`src/rtl/cdb_arbiter_if.sv`:
```
// CDB arbiter bus: three producer handshakes plus the broadcast result.
// master = producers/consumers side, slave = arbiter side.
interface cdb_arbiter_if #(
   parameter int ROB_WIDTH = 4
);
   logic                 alu1_valid;
   logic [31:0]          alu1_value;
   logic [ROB_WIDTH-1:0] alu1_tag;
   logic                 alu1_ready;
   logic                 alu2_valid;
   logic [31:0]          alu2_value;
   logic [ROB_WIDTH-1:0] alu2_tag;
   logic                 alu2_ready;
   logic                 load_valid;
   logic [31:0]          load_value;
   logic [ROB_WIDTH-1:0] load_tag;
   logic                 load_ready;
   logic                 cdb_valid;
   logic [31:0]          cdb_value;
   logic [ROB_WIDTH-1:0] cdb_tag;
   logic [1:0]           cdb_src;

   modport master (
      output alu1_valid, alu1_value, alu1_tag,
      output alu2_valid, alu2_value, alu2_tag,
      output load_valid, load_value, load_tag,
      input  alu1_ready, alu2_ready, load_ready,
      input  cdb_valid, cdb_value, cdb_tag, cdb_src
   );

   modport slave (
      input  alu1_valid, alu1_value, alu1_tag,
      input  alu2_valid, alu2_value, alu2_tag,
      input  load_valid, load_value, load_tag,
      output alu1_ready, alu2_ready, load_ready,
      output cdb_valid, cdb_value, cdb_tag, cdb_src
   );
endinterface

```
`src/rtl/cdb_arbiter.sv`:
```
// Common-data-bus scheduler: per-source FIFOs, round-robin grant.
// `define CDB_LOAD_PRIORITY_EN gives LOAD fixed top priority.
module cdb_arbiter #(
   parameter int ROB_WIDTH  = 4,
   parameter int FIFO_WIDTH = 1,
   localparam int FIFO_SIZE = 2**FIFO_WIDTH
) (
   input  logic          clk_in,
   input  logic          rst_in,
   input  logic          rdy_in,
   input  logic          clear_signal,
   cdb_arbiter_if.slave  bus
);
   localparam logic [FIFO_WIDTH:0] CNT_FULL =
      (FIFO_WIDTH+1)'(FIFO_SIZE);
   localparam logic [FIFO_WIDTH:0] CNT_ONE =
      (FIFO_WIDTH+1)'(1);
   localparam logic [FIFO_WIDTH-1:0] PTR_ONE =
      FIFO_WIDTH'(1);

   logic [31:0]           q_value [3][FIFO_SIZE];
   logic [ROB_WIDTH-1:0]  q_tag   [3][FIFO_SIZE];
   logic [FIFO_WIDTH-1:0] head [3];
   logic [FIFO_WIDTH-1:0] tail [3];
   logic [FIFO_WIDTH:0]   count [3];
   logic [1:0]            rr_ptr;

   logic [31:0]           in_value [3];
   logic [ROB_WIDTH-1:0]  in_tag   [3];
   logic [2:0]            in_valid;
   logic [2:0]            in_ready;
   logic [2:0]            nonempty;
   logic [2:0]            push;
   logic [2:0]            pop;

   logic                  found;
   logic [1:0]            win;
   logic [1:0]            rr_next;
   logic [1:0]            cand;

   logic                  cdb_valid_q;
   logic [31:0]           cdb_value_q;
   logic [ROB_WIDTH-1:0]  cdb_tag_q;
   logic [1:0]            cdb_src_q;

   function automatic logic [1:0] inc3(input logic [1:0] p);
      return (p == 2'd2) ? 2'd0 : p + 2'd1;
   endfunction

   assign in_valid = {bus.load_valid,
                      bus.alu2_valid,
                      bus.alu1_valid};
   assign in_value[0] = bus.alu1_value;
   assign in_value[1] = bus.alu2_value;
   assign in_value[2] = bus.load_value;
   assign in_tag[0]   = bus.alu1_tag;
   assign in_tag[1]   = bus.alu2_tag;
   assign in_tag[2]   = bus.load_tag;

   always_comb begin
      for (int i = 0; i < 3; i++) begin
         in_ready[i] = (count[i] != CNT_FULL);
         nonempty[i] = (count[i] != '0);
         push[i] = rdy_in & in_valid[i] &
                   in_ready[i] & ~clear_signal;
      end
   end

   assign bus.alu1_ready = in_ready[0];
   assign bus.alu2_ready = in_ready[1];
   assign bus.load_ready = in_ready[2];

`ifdef CDB_LOAD_PRIORITY_EN
   // rr_ptr only toggles between the two ALUs here.
   always_comb begin
      found   = 1'b0;
      win     = 2'd0;
      rr_next = rr_ptr;
      cand    = 2'd0;
      if (nonempty[2]) begin
         found = 1'b1;
         win   = 2'd2;
      end else if (nonempty[rr_ptr[0]]) begin
         found   = 1'b1;
         win     = {1'b0, rr_ptr[0]};
         rr_next = {1'b0, ~rr_ptr[0]};
      end else if (nonempty[~rr_ptr[0]]) begin
         found   = 1'b1;
         win     = {1'b0, ~rr_ptr[0]};
         rr_next = {1'b0, rr_ptr[0]};
      end
   end
`else
   always_comb begin
      found   = 1'b0;
      win     = 2'd0;
      rr_next = rr_ptr;
      cand    = rr_ptr;
      for (int k = 0; k < 3; k++) begin
         if (!found && nonempty[cand]) begin
            found = 1'b1;
            win   = cand;
         end
         cand = inc3(cand);
      end
      if (found) rr_next = inc3(win);
   end
`endif

   assign pop = (rdy_in & ~clear_signal & found) ?
                (3'b001 << win) : 3'b000;

   // Storage needs no reset; pointers decide what is live.
   always_ff @(posedge clk_in) begin
      for (int i = 0; i < 3; i++) begin
         if (push[i]) begin
            q_value[i][tail[i]] <= in_value[i];
            q_tag[i][tail[i]]   <= in_tag[i];
         end
      end
   end

   always_ff @(posedge clk_in) begin
      if (rst_in) begin
         for (int i = 0; i < 3; i++) begin
            head[i]  <= '0;
            tail[i]  <= '0;
            count[i] <= '0;
         end
         rr_ptr      <= 2'd0;
         cdb_valid_q <= 1'b0;
         cdb_value_q <= '0;
         cdb_tag_q   <= '0;
         cdb_src_q   <= 2'd0;
      end else if (rdy_in) begin
         if (clear_signal) begin
            for (int i = 0; i < 3; i++) begin
               head[i]  <= '0;
               tail[i]  <= '0;
               count[i] <= '0;
            end
            rr_ptr      <= 2'd0;
            cdb_valid_q <= 1'b0;
         end else begin
            for (int i = 0; i < 3; i++) begin
               if (push[i]) tail[i] <= tail[i] + PTR_ONE;
               if (pop[i])  head[i] <= head[i] + PTR_ONE;
               unique case ({push[i], pop[i]})
                  2'b10:   count[i] <= count[i] + CNT_ONE;
                  2'b01:   count[i] <= count[i] - CNT_ONE;
                  default: ;
               endcase
            end
            cdb_valid_q <= found;
            if (found) begin
               cdb_value_q <= q_value[win][head[win]];
               cdb_tag_q   <= q_tag[win][head[win]];
               cdb_src_q   <= win;
               rr_ptr      <= rr_next;
            end
         end
      end
   end

   assign bus.cdb_valid = cdb_valid_q;
   assign bus.cdb_value = cdb_value_q;
   assign bus.cdb_tag   = cdb_tag_q;
   assign bus.cdb_src   = cdb_src_q;
endmodule

```
`src/flat_wrapper.sv`:
```
// flat-port wrapper written by rule: the top's interface ports become plain ports
module cdb_arbiter_flat 
#(
   parameter int ROB_WIDTH  = 4,
   parameter int FIFO_WIDTH = 1,
   localparam int FIFO_SIZE = 2**FIFO_WIDTH
)
  (clk_in, rst_in, rdy_in, clear_signal, bus_alu1_valid, bus_alu1_value, bus_alu1_tag, bus_alu2_valid, bus_alu2_value, bus_alu2_tag, bus_load_valid, bus_load_value, bus_load_tag, bus_alu1_ready, bus_alu2_ready, bus_load_ready, bus_cdb_valid, bus_cdb_value, bus_cdb_tag, bus_cdb_src);
  cdb_arbiter_if #(.ROB_WIDTH(ROB_WIDTH)) bus_i ();
  input  logic clk_in;
  input  logic rst_in;
  input  logic rdy_in;
  input  logic clear_signal;
  input wire logic [$bits(bus_i.alu1_valid)-1:0] bus_alu1_valid;
  input wire logic [$bits(bus_i.alu1_value)-1:0] bus_alu1_value;
  input wire logic [$bits(bus_i.alu1_tag)-1:0] bus_alu1_tag;
  input wire logic [$bits(bus_i.alu2_valid)-1:0] bus_alu2_valid;
  input wire logic [$bits(bus_i.alu2_value)-1:0] bus_alu2_value;
  input wire logic [$bits(bus_i.alu2_tag)-1:0] bus_alu2_tag;
  input wire logic [$bits(bus_i.load_valid)-1:0] bus_load_valid;
  input wire logic [$bits(bus_i.load_value)-1:0] bus_load_value;
  input wire logic [$bits(bus_i.load_tag)-1:0] bus_load_tag;
  output wire logic [$bits(bus_i.alu1_ready)-1:0] bus_alu1_ready;
  output wire logic [$bits(bus_i.alu2_ready)-1:0] bus_alu2_ready;
  output wire logic [$bits(bus_i.load_ready)-1:0] bus_load_ready;
  output wire logic [$bits(bus_i.cdb_valid)-1:0] bus_cdb_valid;
  output wire logic [$bits(bus_i.cdb_value)-1:0] bus_cdb_value;
  output wire logic [$bits(bus_i.cdb_tag)-1:0] bus_cdb_tag;
  output wire logic [$bits(bus_i.cdb_src)-1:0] bus_cdb_src;
  assign bus_i.alu1_valid = bus_alu1_valid;
  assign bus_i.alu1_value = bus_alu1_value;
  assign bus_i.alu1_tag = bus_alu1_tag;
  assign bus_i.alu2_valid = bus_alu2_valid;
  assign bus_i.alu2_value = bus_alu2_value;
  assign bus_i.alu2_tag = bus_alu2_tag;
  assign bus_i.load_valid = bus_load_valid;
  assign bus_i.load_value = bus_load_value;
  assign bus_i.load_tag = bus_load_tag;
  assign bus_alu1_ready = bus_i.alu1_ready;
  assign bus_alu2_ready = bus_i.alu2_ready;
  assign bus_load_ready = bus_i.load_ready;
  assign bus_cdb_valid = bus_i.cdb_valid;
  assign bus_cdb_value = bus_i.cdb_value;
  assign bus_cdb_tag = bus_i.cdb_tag;
  assign bus_cdb_src = bus_i.cdb_src;
  cdb_arbiter #(.ROB_WIDTH(ROB_WIDTH), .FIFO_WIDTH(FIFO_WIDTH)) u_core (.clk_in(clk_in), .rst_in(rst_in), .rdy_in(rdy_in), .clear_signal(clear_signal), .bus(bus_i));
endmodule
```
`config.mk`:
```
export PLATFORM = sky130hd
export DESIGN_NAME = cdb_arbiter_flat
export DESIGN_NICKNAME = d
export VERILOG_FILES = /design/src/rtl/cdb_arbiter_if.sv /design/src/rtl/cdb_arbiter.sv /design/src/flat_wrapper.sv
export SDC_FILE = /design/constraint.sdc
export NUM_CORES = 1
export LEC_CHECK = 0
export BUFFER_PORTS_ARGS = -buffer_cell sky130_fd_sc_hd__buf_2
export CAP_MARGIN = 20
export CORE_ASPECT_RATIO = 0.7
export CORE_MARGIN = 10
export CORE_UTILIZATION = 40
export DETAILED_ROUTE_END_ITERATION = 6
export PLACE_DENSITY = 0.57
export SLEW_MARGIN = 20
export SYNTH_ARGS = -nofsm -noshare
export SYNTH_HDL_FRONTEND = slang
export SYNTH_SLANG_ARGS = --single-unit
export TNS_END_PERCENT = 10
```
`constraint.sdc`:
```
create_clock -name clk_in -period 3.01 [get_ports clk_in]
set_input_delay 0.1505 -clock clk_in [delete_from_list [all_inputs] [get_ports clk_in]]
set_output_delay 0.1505 -clock clk_in [all_outputs]
set_load 0.03 [all_outputs]
```
# --- Word-level counts from Yosys, hierarchy flattened ---
# Memory sizes are Yosys's and may differ from the RTL's.
# Index checks and enable logic that the tools add are counted.
word_totals:
  reg_bits: 41
  latchBits: 0
  mem_bits_rw: 228
  rom_bits: 0
  input_bits: 115
  out_inout_bits: 42
  word_cells: 228
  n_memories: 5
mem_list:
  columns: ["name", "depth", "width", "read_ports", "rd_clocked_by_memory_dff", "wr", "line_no", "rtl"]
  rows:
  - ["u_core.q_value", 3, 64, 1, 0, 3, "cdb_arbiter.sv:21", "logic [31:0] q_value [3][FIFO_SIZE];"]
  - ["u_core.q_tag", 3, 8, 1, 0, 3, "cdb_arbiter.sv:22", "logic [ROB_WIDTH-1:0] q_tag [3][FIFO_SIZE];"]
  - ["u_core.count", 3, 2, 3, 0, 3, "cdb_arbiter.sv:25", "logic [FIFO_WIDTH:0] count [3];"]
  - ["u_core.head", 3, 1, 4, 0, 3, "cdb_arbiter.sv:23", "logic [FIFO_WIDTH-1:0] head [3];"]
  - ["u_core.tail", 3, 1, 3, 0, 3, "cdb_arbiter.sv:24", "logic [FIFO_WIDTH-1:0] tail [3];"]
classes:
  add_sub_neg: 15
  n_mul: 0
  div_mod_pow: 0
  magnitude_cmp: 10
  n_eq_ne: 12
  n_shift: 1
  n_mux: 130
  n_bitwise: 37
  reduce_logical: 13
ops:
  columns: ["op", "n"]
  rows:
  - ["two-way mux 32 bit", 6]
  - ["two-way mux 64 bit", 3]
  - ["demux 32 bit (select 1 bit)", 3]
  - ["two-way mux 1 bit", 85]
  - ["two-way mux 2 bit", 17]
  - ["two-way mux 4 bit", 6]
  - ["two-way mux 8 bit", 3]
  - ["bitwise OR 1 bit", 21]
  - ["adder 2 x 1 -> 2 bit, second input constant", 6]
  - ["demux 4 bit (select 1 bit)", 3]
  - ["equality test 2 bit, second input constant", 6]
  - ["AND 1 bit", 11]
  - ["less-than comparator 2 x 3 -> 1 bit, second input constant", 3]
  - [">= comparator 2 bit, second input constant", 4]
  - ["inverter 1 -> 2 bit", 4]
  - ["nonzero test 2 bit", 4]
  - ["adder 1 bit, second input constant", 6]
  - ["binary-select mux 1 bit (select 2 bit)", 3]
  - ["equality test 2 x 1 -> 1 bit, second input constant", 3]
  - ["less-than comparator 2 x 1 -> 1 bit, second input constant", 3]
  - ["inequality test 2 bit, second input constant", 3]
  - ["subtractor 2 x 1 -> 2 bit, second input constant", 3]
  - ["logical AND 1 bit", 5]
  - ["two-way mux 3 bit", 1]
  - ["other kinds (5)", 6]

# --- Depth between registers and ports, before layout ---
# Gate-level depths: netlist of run 1.
depth:
  depth_word: 20
  ltp_mapped: 11
  ltp_nobuf: 8

# --- Worst setup path before layout of run 1 ---
# No wires, ideal clock.
synth_timing:
  kind: "register -> register"
  startpoint: "memory u_core.count[2][0] in the netlist's numbering"
  endpoint: "memory u_core.q_tag[2][0] in the netlist's numbering (enable)"
  setup_ns: 0.429
  arrival_ns: 2.594
  required_ns: 2.581
  path_slack_ns: -0.013
  stages_incl_launch_ff: 6
  path_buffers: 0
  period_less_slack_ns: 3.023
  cell_sequence: "edfxtp_1 inv_1 ha_1 inv_1 nand3_1 nor2_1"
synth_rtl:
  columns: ["element", "line_no"]
  rows:
  - ["start, declared", "cdb_arbiter.sv:25"]
  - ["end, declared", "cdb_arbiter.sv:22"]

==> results of run 1 <==
final cells by class:
| type | count | share of cell area |
|---|---|---|
| inverters | 9 | 0.002480 |
| diodes | 1 | 0.0001837 |
| multi-input cells | 318 | 0.1754 |
| repair buffers | 289 | 0.1583 |
| clock buffers | 28 | 0.04987 |
| flip-flops and latches | 269 | 0.5628 |
| well taps | 325 | 0.02985 |
| clock inverters | 21 | 0.02112 |
tightest hold or removal path, cell delays in order:
cell	delay (ns)
buf_2	0.11
o21ai_0	0.12
nand2_1	0.09
a21oi_1	0.06
flip-flops by register name, indices dropped and copies added, names as in the netlist:
register              cells
u_core.count              6
u_core.bus.cdb_tag        4
u_core.bus.cdb_value     32
u_core.rr_ptr             2
u_core.bus.cdb_src        2
u_core.head               3
u_core.tail               3
u_core.q_tag             24
u_core.q_value          192
u_core.bus.cdb_valid      1
path summary, 6_finish.rpt:
path	slack [ns]	startpoint	depth (start not counted)	endpoint
hold reg to reg	0.46	u_core.bus.cdb_value[11]	2	u_core.bus.cdb_value[11]
setup / recovery	0.29	u_core.count[2][0]	8	u_core.count[2][1]
setup reg to reg	0.29	u_core.count[2][0]	8	u_core.count[2][1]
hold / removal	0.06	clear_signal	4	u_core.rr_ptr[1]
kinds of logic (layout without fill, tap and decap cells):
group | Yosys count | after routing | share of synthesized area
flip-flops | 269 | 269 | 0.7483
AO/OA/AOI/OAI | 174 | 174 | 0.1555
AND/OR/NAND/NOR | 139 | 139 | 0.06631
buffers and inverters | 53 | 347 | 0.02479
adder cells (fa/ha/maj) | 2 | 2 | 0.002442
XOR/XNOR | 2 | 2 | 0.001710
multiplexers | 1 | 1 | 0.0009770
other | 0 | 1 | 0
layer usage:
metal / vias up / routed length (um) / GRT usage / share of wire
met5: - / 0 / 0 / 0
met1: 3413 / 12370 / 0.2333 / 0.44
li1: 3127 / - / - / -
met4: 0 / 292 / 0.02731 / 0.010
met3: 27 / 2058 / 0.03716 / 0.074
met2: 259 / 13120 / 0.2769 / 0.47
where the power goes:
group          leakage, nW  switching (mW)  internal, mW
clock network        0.470            1.38          2.24
logic                 2.03           0.907         0.599
registers             2.42          0.0764          4.20
metrics by stage:
step | setup TNS (ns) | total power [mW] | worst slack (ns)
2_1_floorplan | -0.9319 | 5.292 | -0.01294
3_3_place_gp | 0 | 5.716 | 0.3727
3_5_place_dp | 0 | 5.758 | 0.2899
4_1_cts | 0 | 9.480 | 0.2859
5_1_grt | 0 | 9.772 | 0.08524
6_report | 0 | 9.394 | 0.2916
Yosys cell counts, types with 7 or more instances:
cell type  count
and2_1        40
nand2_1       49
a22o_1        36
nand2b_1       7
a222oi_1      36
nor2_1        23
nand3_1        8
a211oi_1      37
a21oi_1        8
dfxtp_1       41
clkbuf_1      25
edfxtp_1     228
o21ai_0        7
inv_1          9
o31ai_2       32
repair_timing:
item,in CTS,in global routing
buffers inserted,0,0
hold endpoints to repair,221,0
hold buffers,111,0
==> summary.txt, run 1 <==
status: finished with violations
violated checks: design-rule violations
Finished Layout Cells: 1260
initial antenna violation count: 2
Resized Gates After CTS: 0
initial DRC count: 745
Max stage delay cell, worst path: a211oi_1
worst hold margin: 0.06304 ns
chip height: 153.9 um
Port-buffer cells: 156
Net Count, Synth: 757
register area: 7667 um2
Synth Area per Inst: 16.01 um2
Placed Cells: 1099
critical path cell sequence: inv_1 > ha_1 > nor3b_1 > a2bb2oi_1 > and3_1 > a2111oi_0 > a211oi_1 > o21ai_0
Leak Pwr: 4.920 nW
CP required: 3.25 ns
Pre-antenna DRT Iters: 7
clock root buffer: clkbuf_16
CTS tree: done
H-Tree Depth: 1
Site Rows: 48
CP arrival: 2.96 ns
drt drc: 2
TritonCTS buffer count: 27
final setup violation count: 0
DPL Wire Length: 17520 um
Vias: 6826
GR Overflow Total: 0
cell family with most CP delay: compound AO/OA/AOI/OAI gates
total core area: 24920 um2
fin area: 13620 um2
Max Freq: 0.3679 GHz
Critical Path Max Stage Delay: 0.68 ns
CTS sink cnt: 269
final net count: 1031
max-slew violation count: 0
placed inst area: 11540 um2
Worst Setup Start Kind: flip-flop
Routed wire per std cell: 22.09 um
post-synth top area share: 0.6682
Critical Path Fanout Max: 6
Netlist cell types: 41
Worst slew margin: 0.4872
Synth area leader: edfxtp_1
share of layout cells above drive strength 1: 0.2891
synth warn: 0
ys flop type: edfxtp_1
Mapped Area: 10250 um2
area of the multi-input gates: 2390 um2
EDFF count, synth: 228
Synth async-reset ratio: 0
gpl congestion: 0.8081
Clock transition at path regs: 0.07 ns
fin util: 0.5466
WP buf/inv: 1
synth top area cells: edfxtp_1 67%, dfxtp_1 8.0%, o31ai_2 3.9%
DIE AREA: 32520 um2
antenna-violating nets left: 0
Final Critical Period: 2.718 ns
maximum VDD drop: 0.0005162 V
largest net degree at the start of global routing: 77
most common cell after layout, fill and taps aside: edfxtp_1
final hold vios: 0
total of max-cap violations: 0
Die Wd: 211.3 um
Tcrit/Tclk final: 0.9031
worst-skew pair later-pin latency: 0.52 ns
Worst Tran Pin Value: 0.7646 ns
vias in the first global route: 7220
first-pass GRT wire length: 43440 um
Final Skew: 0.01247 ns
Mapped Cells: 640
crit path capture type: flip-flop
final wirelength: 27840 um
synth-to-layout area growth: 32.97%
PD cells: 689.5 nW/um2
Clock Tree Buf Depth: 3
vias per inst: 5.417
RSZ-0062 raised after global routing: no
critical path type: reg2reg
Top Ports: 157
post-synthesis sequential area ratio: 0.7483
GRT Overall Usage: 0.1705
filler cell count: 1959
Seq cells post-synth: 269
initial core utilization: 0.4111
commonest cells after routing, fill and taps aside: 228 x edfxtp_1, 156 x buf_2, 111 x dlygate4sd3_1
Worst Hold Class: in2reg
No activity file was read; power rests on OpenSTA's default activity.
==> inputs of run 2 (changes only) <==
--- a/config.mk
+++ b/config.mk
@@ -12,6 +12,7 @@
 export CORE_UTILIZATION = 40
 export DETAILED_ROUTE_END_ITERATION = 6
 export PLACE_DENSITY = 0.57
+export RECOVER_POWER = 25
 export SLEW_MARGIN = 20
 export SYNTH_ARGS = -nofsm -noshare
 export SYNTH_HDL_FRONTEND = slang
==> run 2 against run 1 <==
The flow now finishes without violations. Via count about the same. Sequential power about the same. Utilization decreased by 0.24 points. Critical path depth unchanged. Critical path type unchanged. Highest routed layer unchanged.
==> summary.txt, run 2 (synthesized netlist as in run 1, its figures left out) <==
status: finished, final reports clean
TritonCTS buffer count: 27 (unchanged)
vias per inst: 5.416 (about the same)
commonest cells after routing, fill and taps aside: 228 x edfxtp_1, 111 x dlygate4sd3_1, 106 x buf_2
RSZ-0062 raised after global routing: no
DPL Wire Length: 17520 um (unchanged)
max-slew violation count: 0 (unchanged)
max reg flops: 192 (unchanged)
Vias: 6830 (+0.059%)
Critical Path Max Stage Delay: 0.68 ns (about the same)
placed inst area: 11540 um2 (unchanged)
Routed wire per std cell: 22.05 um (-0.21%)
Worst Hold Class: in2reg
total core area: 24920 um2 (unchanged)
gpl congestion: 0.8081 (unchanged)
H-Tree Depth: 1 (unchanged)
Placed Cells: 1099 (unchanged)
antenna-violating nets left: 0 (unchanged)
final net count: 1031 (unchanged)
final setup violation count: 0 (unchanged)
CTS sink cnt: 269 (unchanged)
most common cell after layout, fill and taps aside: edfxtp_1
initial DRC count: 705 (-5.4%)
Finished Layout Cells: 1261 (+0.079%)
sequential share of power: 0.455 (about the same)
Tcrit/Tclk final: 0.9019 (-0.001258)
critical path type: reg2reg
worst hold margin: 0.06215 ns (-0.0008946 ns)
Clock Power Share: 0.385 (about the same)
Gate power share: 0.159 (about the same)
final wirelength: 27800 um (-0.13%)
uppermost layer routed: met4
synth-to-layout area growth: 32.40%
Resized Gates After CTS: 0 (unchanged)
crit path capture type: flip-flop
largest net degree at the start of global routing: 77 (unchanged)
register area: 7667 um2 (unchanged)
net load switching power: 2.355 mW (-0.18%)
Pre-antenna DRT Iters: 6 (-1)
DIE AREA: 32520 um2 (unchanged)
WL met1: 12380 um (+0.11%)
drt drc: 0 (-2)
fin area: 13570 um2 (-0.43%)
PD cells: 691.5 nW/um2 (+0.29%)
initial core utilization: 0.4111 (unchanged)
Worst Tran Pin Value: 0.7646 ns (+0.00002849 ns)
Final Critical Period: 2.715 ns (-0.003788 ns)
Final Skew: 0.01144 ns (-0.001040 ns)
Port-buffer cells: 156 (unchanged)
GR Overflow Total: 0 (unchanged)
maximum VDD drop: 0.0005146 V (-0.30%)
share of layout cells above drive strength 1: 0.2366 (-0.05246)
Leak Pwr: 4.785 nW (-2.7%)
met2 routed WL: 13130 um (about the same)
CP arrival: 2.96 ns (about the same)
chip height: 153.9 um (unchanged)
vias in the first global route: 7220 (unchanged)
CP required: 3.25 ns (about the same)
area of the multi-input gates: 2390 um2 (unchanged)
first-pass GRT wire length: 43440 um (unchanged)
switching portion of total power: 0.2510 (about the same)
Worst Setup Start Kind: flip-flop
Max Freq: 0.3684 GHz (+0.14%)
cell internal pwr: 7.026 mW (-0.13%)
worst-skew pair later-pin latency: 0.52 ns (about the same)
cell family with most CP delay: compound AO/OA/AOI/OAI gates
critical path cell sequence: inv_1 > ha_1 > nor3b_1 > a2bb2oi_1 > and3_1 > a2111oi_0 > a211oi_1 > o21ai_0
filler cell count: 1980 (+1.1%)
Max stage delay cell, worst path: a211oi_1
Die Wd: 211.3 um (unchanged)
Critical Path Fanout Max: 6 (unchanged)
Site Rows: 48 (unchanged)
total of max-cap violations: 0 (unchanged)
met3 wire len: 2002 um (-2.7%)
Clock Tree Buf Depth: 3 (unchanged)
final hold vios: 0 (unchanged)
initial antenna violation count: 2 (unchanged)
clock root buffer: clkbuf_16
Clock transition at path regs: 0.07 ns (about the same)
Worst slew margin: 0.4872 (about the same)
GRT Overall Usage: 0.1705 (unchanged)
CTS tree: done
fin util: 0.5443 (-0.002360)
WP buf/inv: 1 (unchanged)
Top Ports: 157 (unchanged)
## run 2: area by class of cell
type | instances | share of cell area
inverters | 9 | 0.002490
repair buffers | 289 | 0.1545
clock inverters | 21 | 0.02121
multi-input cells | 318 | 0.1762
well taps | 325 | 0.02998
flip-flops and latches | 269 | 0.5652
clock buffers | 28 | 0.05008
diodes | 2 | 0.0003689
## run 2: worst register-to-register path, stage by stage, from the launching register on
cell	delay, ns
edfxtp_1	0.40
inv_1	0.10
ha_1	0.23
nor3b_1	0.28
a2bb2oi_1	0.30
and3_1	0.20
a2111oi_0	0.08
a211oi_1	0.68
o21ai_0	0.19
## run 2: per-stage QoR
step                total power [mW]  setup TNS (ns)  setup slack, ns
detailed placement             5.758               0           0.2899
CTS                            9.480               0           0.2859
global route                   9.765               0          0.08524
global placement               5.716               0           0.3727
finish                         9.381               0           0.2954
floorplan                      5.292         -0.9319         -0.01294
## run 2: repair_timing
action | in CTS | in global routing
buffers inserted | 0 | 0
hold buffers | 111 | 0
hold endpoints to repair | 221 | 0
## run 2: path summary, 6_finish.rpt
path / from / end / slack [ns] / depth (start not counted)
setup / recovery: u_core.count[2][0] / u_core.count[2][1] / 0.30 / 8
hold / removal: clear_signal / u_core.rr_ptr[1] / 0.06 / 4
setup reg to reg: u_core.count[2][0] / u_core.count[2][1] / 0.30 / 8
hold reg to reg: u_core.bus.cdb_value[11] / u_core.bus.cdb_value[11] / 0.46 / 2
## run 2: layer usage
layer	up-vias	track usage
met3	27	0.03716
met4	0	0.02731
met1	3422	0.2333
li1	3129	-
met2	252	0.2769
met5	-	0
## run 2: power groups by stage
stage	sequential [mW]	combinational (mW)	clock (mW)
detailed placement	4.35	1.41	0
global placement	4.35	1.37	0
floorplan	4.45	0.844	0
finish	4.27	1.49	3.61
CTS	4.27	1.52	3.68
global route	4.28	1.64	3.84
